--- src/rtl/debouncer.sv ---
// Button/switch debouncer: a four-state FSM qualifies a synchronized input level over
// STABLE_TICKS rising edges of the DIV_CLK strobe. Define DEBOUNCER_IN_SYNC_EN for a 2-flop IN sync.
module debouncer #(
    parameter int unsigned STABLE_TICKS = 4
) (
    input  logic       CLK,
    input  logic       RESET,
    input  logic       IN,
    input  logic       DIV_CLK,
    output logic       OUT,
    output logic [1:0] STATEVAL,
    output logic [4:0] FREQVAL,
    output logic       COUNT_RES,
    output logic       POS_IN
);

    typedef enum logic [1:0] {
        StIdleLow  = 2'd0,
        StWaitHigh = 2'd1,
        StIdleHigh = 2'd2,
        StWaitLow  = 2'd3
    } state_e;

    localparam logic [4:0] LastCnt = 5'(STABLE_TICKS - 1);

    logic   r_div_s1, r_div_s2, r_div_prev;
    logic   r_vld_s1, r_vld_s2, r_tick_armed;
    logic   r_pos_in;
    logic   w_tick;

    state_e     r_state, w_state_nxt;
    logic [4:0] r_cnt, w_cnt_nxt;
    logic       r_out, w_out_nxt;
    logic       r_cres, w_cres_nxt;

    // The detector is armed only after a real low sample of DIV_CLK, so a strobe that is
    // already high when reset releases does not count as a rising edge.
    always_ff @(posedge CLK or posedge RESET) begin
        if (RESET) begin
            r_div_s1     <= 1'b0;
            r_div_s2     <= 1'b0;
            r_div_prev   <= 1'b0;
            r_vld_s1     <= 1'b0;
            r_vld_s2     <= 1'b0;
            r_tick_armed <= 1'b0;
        end else begin
            r_div_s1     <= DIV_CLK;
            r_div_s2     <= r_div_s1;
            r_div_prev   <= r_div_s2;
            r_vld_s1     <= 1'b1;
            r_vld_s2     <= r_vld_s1;
            r_tick_armed <= r_tick_armed | (r_vld_s2 & ~r_div_s2);
        end
    end

    assign w_tick = r_tick_armed & r_div_s2 & ~r_div_prev;

`ifdef DEBOUNCER_IN_SYNC_EN
    logic r_in_s1;

    always_ff @(posedge CLK or posedge RESET) begin
        if (RESET) begin
            r_in_s1  <= 1'b0;
            r_pos_in <= 1'b0;
        end else begin
            r_in_s1  <= IN;
            r_pos_in <= r_in_s1;
        end
    end
`else
    always_ff @(posedge CLK or posedge RESET) begin
        if (RESET) begin
            r_pos_in <= 1'b0;
        end else begin
            r_pos_in <= IN;
        end
    end
`endif

    always_ff @(posedge CLK or posedge RESET) begin
        if (RESET) begin
            r_state <= StIdleLow;
            r_cnt   <= 5'd0;
            r_out   <= 1'b0;
            r_cres  <= 1'b0;
        end else begin
            r_state <= w_state_nxt;
            r_cnt   <= w_cnt_nxt;
            r_out   <= w_out_nxt;
            r_cres  <= w_cres_nxt;
        end
    end

    // A bounce in a WAIT state has priority over a coincident tick.
    always_comb begin
        w_state_nxt = r_state;
        w_cnt_nxt   = r_cnt;
        w_cres_nxt  = 1'b0;
        unique case (r_state)
            StIdleLow: begin
                if (r_pos_in) begin
                    w_state_nxt = StWaitHigh;
                    w_cnt_nxt   = 5'd0;
                end
            end
            StWaitHigh: begin
                if (!r_pos_in) begin
                    w_state_nxt = StIdleLow;
                    w_cnt_nxt   = 5'd0;
                    w_cres_nxt  = 1'b1;
                end else if (w_tick) begin
                    if (r_cnt == LastCnt) begin
                        w_state_nxt = StIdleHigh;
                        w_cnt_nxt   = 5'd0;
                    end else begin
                        w_cnt_nxt = r_cnt + 5'd1;
                    end
                end
            end
            StIdleHigh: begin
                if (!r_pos_in) begin
                    w_state_nxt = StWaitLow;
                    w_cnt_nxt   = 5'd0;
                end
            end
            StWaitLow: begin
                if (r_pos_in) begin
                    w_state_nxt = StIdleHigh;
                    w_cnt_nxt   = 5'd0;
                    w_cres_nxt  = 1'b1;
                end else if (w_tick) begin
                    if (r_cnt == LastCnt) begin
                        w_state_nxt = StIdleLow;
                        w_cnt_nxt   = 5'd0;
                    end else begin
                        w_cnt_nxt = r_cnt + 5'd1;
                    end
                end
            end
            default: begin
                w_state_nxt = StIdleLow;
                w_cnt_nxt   = 5'd0;
            end
        endcase
    end

    always_comb begin
        w_out_nxt = (w_state_nxt == StIdleHigh) || (w_state_nxt == StWaitLow);
    end

    assign OUT       = r_out;
    assign STATEVAL  = r_state;
    assign FREQVAL   = r_cnt;
    assign COUNT_RES = r_cres;
    assign POS_IN    = r_pos_in;

endmodule

--- config.mk ---
export PLATFORM = sky130hd
export DESIGN_NAME = debouncer
export DESIGN_NICKNAME = d
export VERILOG_FILES = /design/src/rtl/debouncer.sv
export SDC_FILE = /design/constraint.sdc
export NUM_CORES = 1
export LEC_CHECK = 0
export CAP_MARGIN = 20
export CORE_AREA = 2 2 40 42
export CTS_CLUSTER_SIZE = 28
export DETAILED_ROUTE_END_ITERATION = 8
export DIE_AREA = 0 0 42 44
export PLACE_DENSITY = 0.71
export SLEW_MARGIN = 0
export SYNTH_ARGS = -nofsm -noshare
export SYNTH_HDL_FRONTEND = slang
export SYNTH_SLANG_ARGS = --single-unit
--- constraint.sdc ---
create_clock -name CLK -period 3.75 [get_ports CLK]
set_clock_uncertainty 0.05 [all_clocks]
set_input_delay 0.75 -clock CLK [delete_from_list [all_inputs] [get_ports CLK]]
set_output_delay 0.75 -clock CLK [all_outputs]
set_load 0.03 [all_outputs]
==> results of run 1 <==
==> stage by stage <==
step | power [mW] | hold slack (ns) | cells | util (%) | instance area (um2)
6_report | 0.3192 | 0.3053 | 86 | 59.96 | 850.8
5_1_grt | 0.3330 | 0.3140 | 86 | 59.96 | 850.8
4_1_cts | 0.3223 | 0.3072 | 86 | 59.96 | 850.8
3_5_place_dp | 0.2101 | 0.2855 | 82 | 57.41 | 814.5
3_3_place_gp | 0.2098 | 0.2818 | 82 | 57.41 | 814.5
2_1_floorplan | 0.1997 | 0.2812 | 54 | - | 669.4
==> registers in the layout, indices dropped and copies added, names as in the netlist <==
register	flops
STATEVAL	2
FREQVAL	5
r_tick_armed	1
OUT	1
r_vld_s2	1
r_vld_s1	1
r_div_prev	1
r_div_s2	1
r_div_s1	1
POS_IN	1
COUNT_RES	1
==> cell families (layout without fill, tap and decap cells) <==
group / after synthesis / count (layout) / share of synthesized area, %
AND/OR/NAND/NOR: 17 / 17 / 17.38
flip-flops: 16 / 16 / 59.81
AO/OA/AOI/OAI: 10 / 10 / 9.719
XOR/XNOR: 3 / 3 / 3.926
multiplexers: 3 / 3 / 4.860
buffers and inverters: 3 / 19 / 1.869
adder cells (fa/ha/maj): 1 / 1 / 1.869
other: 1 / 1 / 0.5602
==> worst reg2reg max path, cell delays in order, from the launching register on <==
cell and delay [ns]:
dfrtp_1 0.43, ha_1 0.24, nand4b_4 0.14, nor4_4 0.24
nand2_2 0.11, mux2_1 0.32
==> worst paths after layout <==
kind	cells past startpoint	startpoint	slack, ns	end
worst max-delay path	1	STATEVAL[0]$_DFF_PP0_	1.40	STATEVAL[0]
max in group asynchronous	2	RESET	2.53	OUT$_DFF_PP0_
worst max register to register	5	FREQVAL[0]$_DFFE_PP0P_	2.12	OUT$_DFF_PP0_
worst min-delay path	0	r_vld_s1$_DFF_PP0_	0.31	r_vld_s2$_DFF_PP0_
min in group asynchronous	2	RESET	0.75	POS_IN$_DFF_PP0_
worst min register to register	0	r_vld_s1$_DFF_PP0_	0.31	r_vld_s2$_DFF_PP0_
==> Yosys cell counts (all sizes together), types with 2 or more instances <==
| library cell | n | area [um2] |
|---|---|---|
| nor2 | 2 | 7.510 |
| inv | 2 | 7.510 |
| o22ai | 4 | 25.02 |
| mux2 | 2 | 22.52 |
| xnor2 | 3 | 26.28 |
| nor3 | 2 | 10.01 |
| dfrtp | 16 | 400.4 |
| a21oi | 3 | 15.01 |
| nand2 | 7 | 28.78 |
==> where the power goes <==
| group | internal (mW) | total, mW | switching [mW] |
|---|---|---|---|
| sequential | 0.178 | 0.182 | 0.00475 |
| clock | 0.0591 | 0.113 | 0.0538 |
| combinational | 0.0105 | 0.0240 | 0.0135 |
| total | 0.247 | 0.319 | 0.0720 |
==> area by class of cell <==
type                       instances  area (um2)  share of cell area (%)
sequential                        16       400.4                   47.06
clock buffer                       4       36.28                   4.265
tap                               16       20.02                   2.353
inverter                           2       7.507                  0.8824
multi-input combinational         35       256.5                   30.15
timing repair buffer              13       130.1                   15.29
==> routing by layer <==
metal	wire [um]	GRT usage [%]
met3	44	2.500
met2	478	17.19
met5	0	0
met1	515	17.39
met4	24	11.61
==> run metrics, run 1 <==
die area 1848 um2; worst setup path class reg -> out; Vias per Instance 5.233; Arrival @ worst endpoint 1.55 ns; status completed; Finish-stage setup viols 0; Die Ht 44 um; global-route wire length before repair 1662 um; Clock Latency Late Sink 0.29 ns; Hold Path Class reg -> reg; number of CTS-inserted buffers 3; Yosys reg bits 16; max incr delay on CP 0.73 ns; HPWL Detailed 743.5 um; layout cell share with drive strength beyond 1 11.43%; H-tree depth 1; synthesized area 669.4 um2; # diodes 0; initial antenna violation count 0; Peak Freq 425.1 MHz; vias in the first global route 387; Initial Util 47.18%; IO buf count 13; DRT Pass-1 Iters 4; Seq/Total Area, Yosys 59.81%; Die W 42 um; PD cells 375.2 nW/um2; fin nets 76; largest net degree at the start of global routing 17; CP bufs+invs 1; VDD IR max 0.2885 mV; crit-path cells clkdlybuf4s50_1; RSZ-0062 raised after global routing false; Routed WL 1062 um; final hold violation count 0; Pins Over Slew Limit 0; global placement routability congestion 0.7380; cts repair resizes 0; Clock transition at path regs 0.09 ns; dpl ws 1.738 ns; Leakage 0.3520 nW; critical path's top delay family buffers and inverters; Syn Inst Count 54; final critical-path required period 2.352 ns; Post-synth ARST share 100.0%; WL/cell 12.35 um; violation count after the first detailed-route iteration 5; syn nets 59; Max FO, Critical Path 10; final setup TNS 0 ns; Slew Limit Headroom 61.81%; Worst Setup Slack, final 1.398 ns; WP data required 2.95 ns; crit path capture type primary output; most frequent cells in the layout 16 x dfrtp_1, 13 x clkdlybuf4s50_1, 6 x nand2_1, 4 x o22ai_1; top_reg_cell synth dfrtp_1; post-CTS setup buffers 0; cell with the largest stage delay on the worst path clkdlybuf4s50_1; area grow syn2layout 27.10%; EDFF count, synth 0; Clock Sinks 16; CTS tree done; Unique masters post-synth 23; Yosys warning count 0; worst slew pin tran 0.5688 ns; synthesized area per cell 12.40 um2; # fillers 132; # rows 14; IO Count 14; total congestion overflow 0; Root Buffer Master clkbuf_4; max-capacitance violation count 0; crit share post-route 62.72%; final routed DRC violation total 0; core region area 1419 um2; crit path launch type register; commonest non-fill, non-tap cell in the layout dfrtp_1; cts hold-fix bufs 0; via count 450; Clock Tree Buf Depth 2; Total GRT Usage 12.79%; post-route ant nets 0
(Power assumes the default switching activity.)
==> run 2: changes to the inputs <==
--- a/config.mk
+++ b/config.mk
@@ -6,11 +6,11 @@
 export NUM_CORES = 1
 export LEC_CHECK = 0
 export CAP_MARGIN = 20
-export CORE_AREA = 2 2 40 42
+export CORE_AREA = 2 2 43 45
 export CTS_CLUSTER_SIZE = 28
 export DETAILED_ROUTE_END_ITERATION = 8
-export DIE_AREA = 0 0 42 44
-export PLACE_DENSITY = 0.71
+export DIE_AREA = 0 0 45 47
+export PLACE_DENSITY = 0.65
 export SLEW_MARGIN = 0
 export SYNTH_ARGS = -nofsm -noshare
 export SYNTH_HDL_FRONTEND = slang
==> constraint.sdc (replaced) <==
create_clock -name CLK -period 2 [get_ports CLK]
set_clock_uncertainty 0.05 [all_clocks]
set_input_delay 0.4 -clock CLK [delete_from_list [all_inputs] [get_ports CLK]]
set_output_delay 0.4 -clock CLK [all_outputs]
set_load 0.03 [all_outputs]
==> run metrics, run 2 (synthesis results as in run 1) <==
crit-path cells clkdlybuf4s50_1; dpl cells 84; Root Buffer Master clkbuf_4; Leakage 0.3962 nW; max-capacitance violation count 0; global placement routability congestion 0.7032; via count 449; Clock Sinks 16; Clock transition at path regs 0.09 ns; HPWL Detailed 782.7 um; crit path capture type primary output; CTS tree done; DRT Pass-1 Iters 2; critical path's top delay family buffers and inverters; # rows 15; fin nets 77; max incr delay on CP 0.71 ns; PD cells 641.0 nW/um2; vias in the first global route 415; Arrival @ worst endpoint 1.45 ns; CP bufs+invs 1; final hold violation count 0; post-route ant nets 0; Initial Util 40.53%; number of flip-flops in the largest register 5; Slew Limit Headroom 61.30%; fin cells 87; status completed; Routed WL 1064 um; commonest non-fill, non-tap cell in the layout dfrtp_1; # diodes 0; layout cell share with drive strength beyond 1 11.43%; H-tree depth 1; Clock Latency Late Sink 0.28 ns; Max FO, Critical Path 5; WL/cell 12.23 um; worst slew pin tran 0.5799 ns; core region area 1652 um2; Hold Path Class reg -> reg; cell with the largest stage delay on the worst path clkdlybuf4s50_1; number of CTS-inserted buffers 3; worst setup path class reg -> out; crit share post-route 95.24%; final routed DRC violation total 0; final critical-path required period 1.905 ns; Fin Hold WS 0.3013 ns; Die W 45 um; post-CTS setup buffers 0; area grow syn2layout 27.48%; Die Ht 47 um; Vias per Instance 5.161; final setup TNS 0 ns; global-route wire length before repair 1794 um; Pins Over Slew Limit 0; total congestion overflow 0; die area 2115 um2; crit path launch type register; violation count after the first detailed-route iteration 5; RSZ-0062 raised after global routing false; most frequent cells in the layout 16 x dfrtp_1, 10 x clkdlybuf4s50_1, 6 x nand2_1, 4 x o22ai_1; IO Count 14; largest net degree at the start of global routing 17; Total GRT Usage 12.32%; Clock Tree Buf Depth 2; initial antenna violation count 0; Finish-stage setup viols 0; Peak Freq 525.0 MHz; IO buf count 13; WP data required 1.55 ns; VDD IR max 0.3585 mV
==> run 2: cell count changes in the layout (fill, tap and decap cells not counted) <==
cell,before,now
dlymetal6s2s_1,0,3
clkbuf_8,1,0
buf_4,0,1
clkdlybuf4s50_1,13,10
==> run 2: timing repair <==
action                     CTS  global route
hold endpoints to repair     0             0
gates resized for setup      0             3
hold buffers                 0             0
setup endpoints to repair    0             3
==> run 2: stage by stage <==
step                      util, %  power (mW)  worst slack [ns]  area [um2]
after floorplan                 -      0.3744            0.2878       669.4
after global placement      49.85      0.3950            0.3348       823.3
after detailed placement    49.85      0.3956            0.3374       823.3
after CTS                   51.21      0.5549           0.02404       845.8
after global routing        51.67      0.5714           0.04777       853.3
final                       51.67      0.5470           0.09525       853.3
==> run 2: final timing paths <==
| check | from | to | depth (start not counted) | slack (ns) |
|---|---|---|---|---|
| max | FREQVAL[4]$_DFFE_PP0P_ | FREQVAL[4] | 1 | 0.1 |
| min | r_div_s1$_DFF_PP0_ | r_div_s2$_DFF_PP0_ | 0 | 0.30 |
| max reg2reg | FREQVAL[1]$_DFFE_PP0P_ | OUT$_DFF_PP0_ | 5 | 0.36 |
| min reg2reg | r_div_s1$_DFF_PP0_ | r_div_s2$_DFF_PP0_ | 0 | 0.30 |
| max in group asynchronous | RESET | FREQVAL[0]$_DFFE_PP0P_ | 2 | 1.09 |
| min in group asynchronous | RESET | POS_IN$_DFF_PP0_ | 2 | 0.42 |
==> run 2: layer usage <==
metal	wire, um	global-route usage (%)	share of wire [%]
met3	39	2.308	3.7
met4	14	8.824	1.3
met1	507	17.24	48
met2	501	17.14	47
met5	0	0	0
==> run 2: area by class of cell <==
cell class	instances	area, um2
clock buffers	3	22.52
fillers	164	798.3
inverters	2	7.507
multi-input cells	35	256.5
flip-flops and latches	16	400.4
well taps	17	21.27
repair buffers	14	145.1
==> run 2: power breakdown <==
part	switching, mW	total [mW]	internal [mW]
registers	0.00873	0.342	0.333
clock network	0.0891	0.159	0.0697
logic	0.0258	0.0466	0.0208
==> run 3: changes to the inputs <==
--- a/config.mk
+++ b/config.mk
@@ -6,11 +6,12 @@
 export NUM_CORES = 1
 export LEC_CHECK = 0
 export CAP_MARGIN = 20
-export CORE_AREA = 2 2 43 45
+export CORE_AREA = 2 2 40 42
 export CTS_CLUSTER_SIZE = 28
 export DETAILED_ROUTE_END_ITERATION = 8
-export DIE_AREA = 0 0 45 47
-export PLACE_DENSITY = 0.65
+export DIE_AREA = 0 0 42 44
+export GPL_TIMING_DRIVEN = 0
+export PLACE_DENSITY = 0.71
 export SLEW_MARGIN = 0
 export SYNTH_ARGS = -nofsm -noshare
 export SYNTH_HDL_FRONTEND = slang
==> constraint.sdc (replaced) <==
create_clock -name CLK -period 2.23 [get_ports CLK]
set_clock_uncertainty 0.05 [all_clocks]
set_input_delay 0.446 -clock CLK [delete_from_list [all_inputs] [get_ports CLK]]
set_output_delay 0.446 -clock CLK [all_outputs]
set_load 0.03 [all_outputs]
==> run metrics, run 3 (synthesis results as in run 1) <==
Max FO, Critical Path 8; Clock Latency Late Sink 0.28 ns; cell with the largest stage delay on the worst path clkdlybuf4s50_1; Hold Path Class reg -> reg; status completed; crit path launch type register; Psw 0.1228 mW; Leakage 0.3559 nW; Routed WL 1194 um; post-CTS setup buffers 0; Clock transition at path regs 0.09 ns; Pins Over Slew Limit 0; crit path capture type primary output; H-tree depth 1; worst slew pin tran 0.6369 ns; crit-path cells clkdlybuf4s50_1; Clock Tree Buf Depth 2; most frequent cells in the layout 16 x dfrtp_1, 13 x clkdlybuf4s50_1, 6 x nand2_1, 4 x o22ai_1; core region area 1419 um2; vias in the first global route 440; initial antenna violation count 0; Fin Hold WS 0.3126 ns; # rows 14; post-route ant nets 0; clock share of power 35.2%; critical path's top delay family buffers and inverters; Total GRT Usage 15.69%; final setup TNS 0 ns; Sw Share 22.78%; commonest non-fill, non-tap cell in the layout dfrtp_1; VDD IR max 0.4115 mV; Finish-stage setup viols 0; global placement routability congestion 0.6981; PD cells 629.9 nW/um2; final hold violation count 0; dpl ws 0.5145 ns; cts repair resizes 0; via count 459; DRT Pass-1 Iters 3; Die W 42 um; final routed DRC violation total 0; Arrival @ worst endpoint 1.53 ns; WP data required 1.73 ns; area grow syn2layout 27.85%; CTS tree done; Slew Limit Headroom 57.24%; Pint 0.4163 mW; Vias per Instance 5.276; layout cell share with drive strength beyond 1 12.68%; register share of total power 56.6%; Die Ht 44 um; WL/cell 13.72 um; max-capacitance violation count 0; Initial Util 47.18%; fin nets 77; Worst Setup Slack, final 0.2079 ns; IO Count 14; # fillers 120; Root Buffer Master clkbuf_4; final critical-path required period 2.022 ns; number of flip-flops in the largest register 5; total congestion overflow 0; Clock Sinks 16; worst setup path class reg -> out; violation count after the first detailed-route iteration 9; largest net degree at the start of global routing 17; # diodes 0; max incr delay on CP 0.73 ns; Power, Total 0.5391 mW; crit share post-route 90.68%; global-route wire length before repair 2007 um; combinational power share 8.2%; Peak Freq 494.5 MHz; RSZ-0062 raised after global routing false; IO buf count 13; die area 1848 um2; CP bufs+invs 1; cts hold-fix bufs 0; number of CTS-inserted buffers 3; HPWL Detailed 830 um
run 3: routing by layer:
| metal | GRT usage [%] | up-vias | part of all wire, % |
|---|---|---|---|
| li1 | - | 223 | - |
| met1 | 19.89 | 226 | 46 |
| met2 | 23.44 | 8 | 50 |
| met3 | 3.750 | 2 | 2.7 |
| met4 | 11.61 | 0 | 1.3 |
| met5 | 0 | - | 0 |
run 3: metrics by stage:
stage | cells | utilization [%] | area [um2]
6_report | 87 | 60.32 | 855.8
5_1_grt | 87 | 60.32 | 855.8
4_1_cts | 87 | 60.32 | 855.8
3_5_place_dp | 83 | 57.76 | 819.5
3_3_place_gp | 83 | 57.76 | 819.5
2_1_floorplan | 54 | - | 669.4
run 3: path summary, 6_finish.rpt:
check | endpoint | depth (start not counted) | start | slack (ns)
worst max register to register | STATEVAL[1]$_DFF_PP0_ | 5 | FREQVAL[0]$_DFFE_PP0P_ | 0.58
min in group asynchronous | COUNT_RES$_DFF_PP0_ | 2 | RESET | 0.46
worst min register to register | r_div_s2$_DFF_PP0_ | 0 | r_div_s1$_DFF_PP0_ | 0.31
worst max-delay path | FREQVAL[2] | 1 | FREQVAL[2]$_DFFE_PP0P_ | 0.21
worst min-delay path | r_div_s2$_DFF_PP0_ | 0 | r_div_s1$_DFF_PP0_ | 0.31
max in group asynchronous | r_vld_s1$_DFF_PP0_ | 2 | RESET | 1.30
run 3: area by class of cell:
cell class | instances | area, um2 | share of cell area [%]
flip-flops and latches | 16 | 400.4 | 46.78
multi-input cells | 35 | 256.5 | 29.97
repair buffers | 13 | 130.1 | 15.20
clock buffers | 4 | 36.28 | 4.240
well taps | 16 | 20.02 | 2.339
inverters | 2 | 7.507 | 0.8772
plain buffers | 1 | 5.005 | 0.5848
run 3: power by group through the flow:
stage / Combinational, mW / Sequential [mW] / Clock, mW
2_1_floorplan: 0.0179 / 0.318 / 0
3_3_place_gp: 0.0441 / 0.310 / 0
3_5_place_dp: 0.0445 / 0.311 / 0
4_1_cts: 0.0446 / 0.305 / 0.194
5_1_grt: 0.0483 / 0.307 / 0.209
6_report: 0.0443 / 0.305 / 0.190
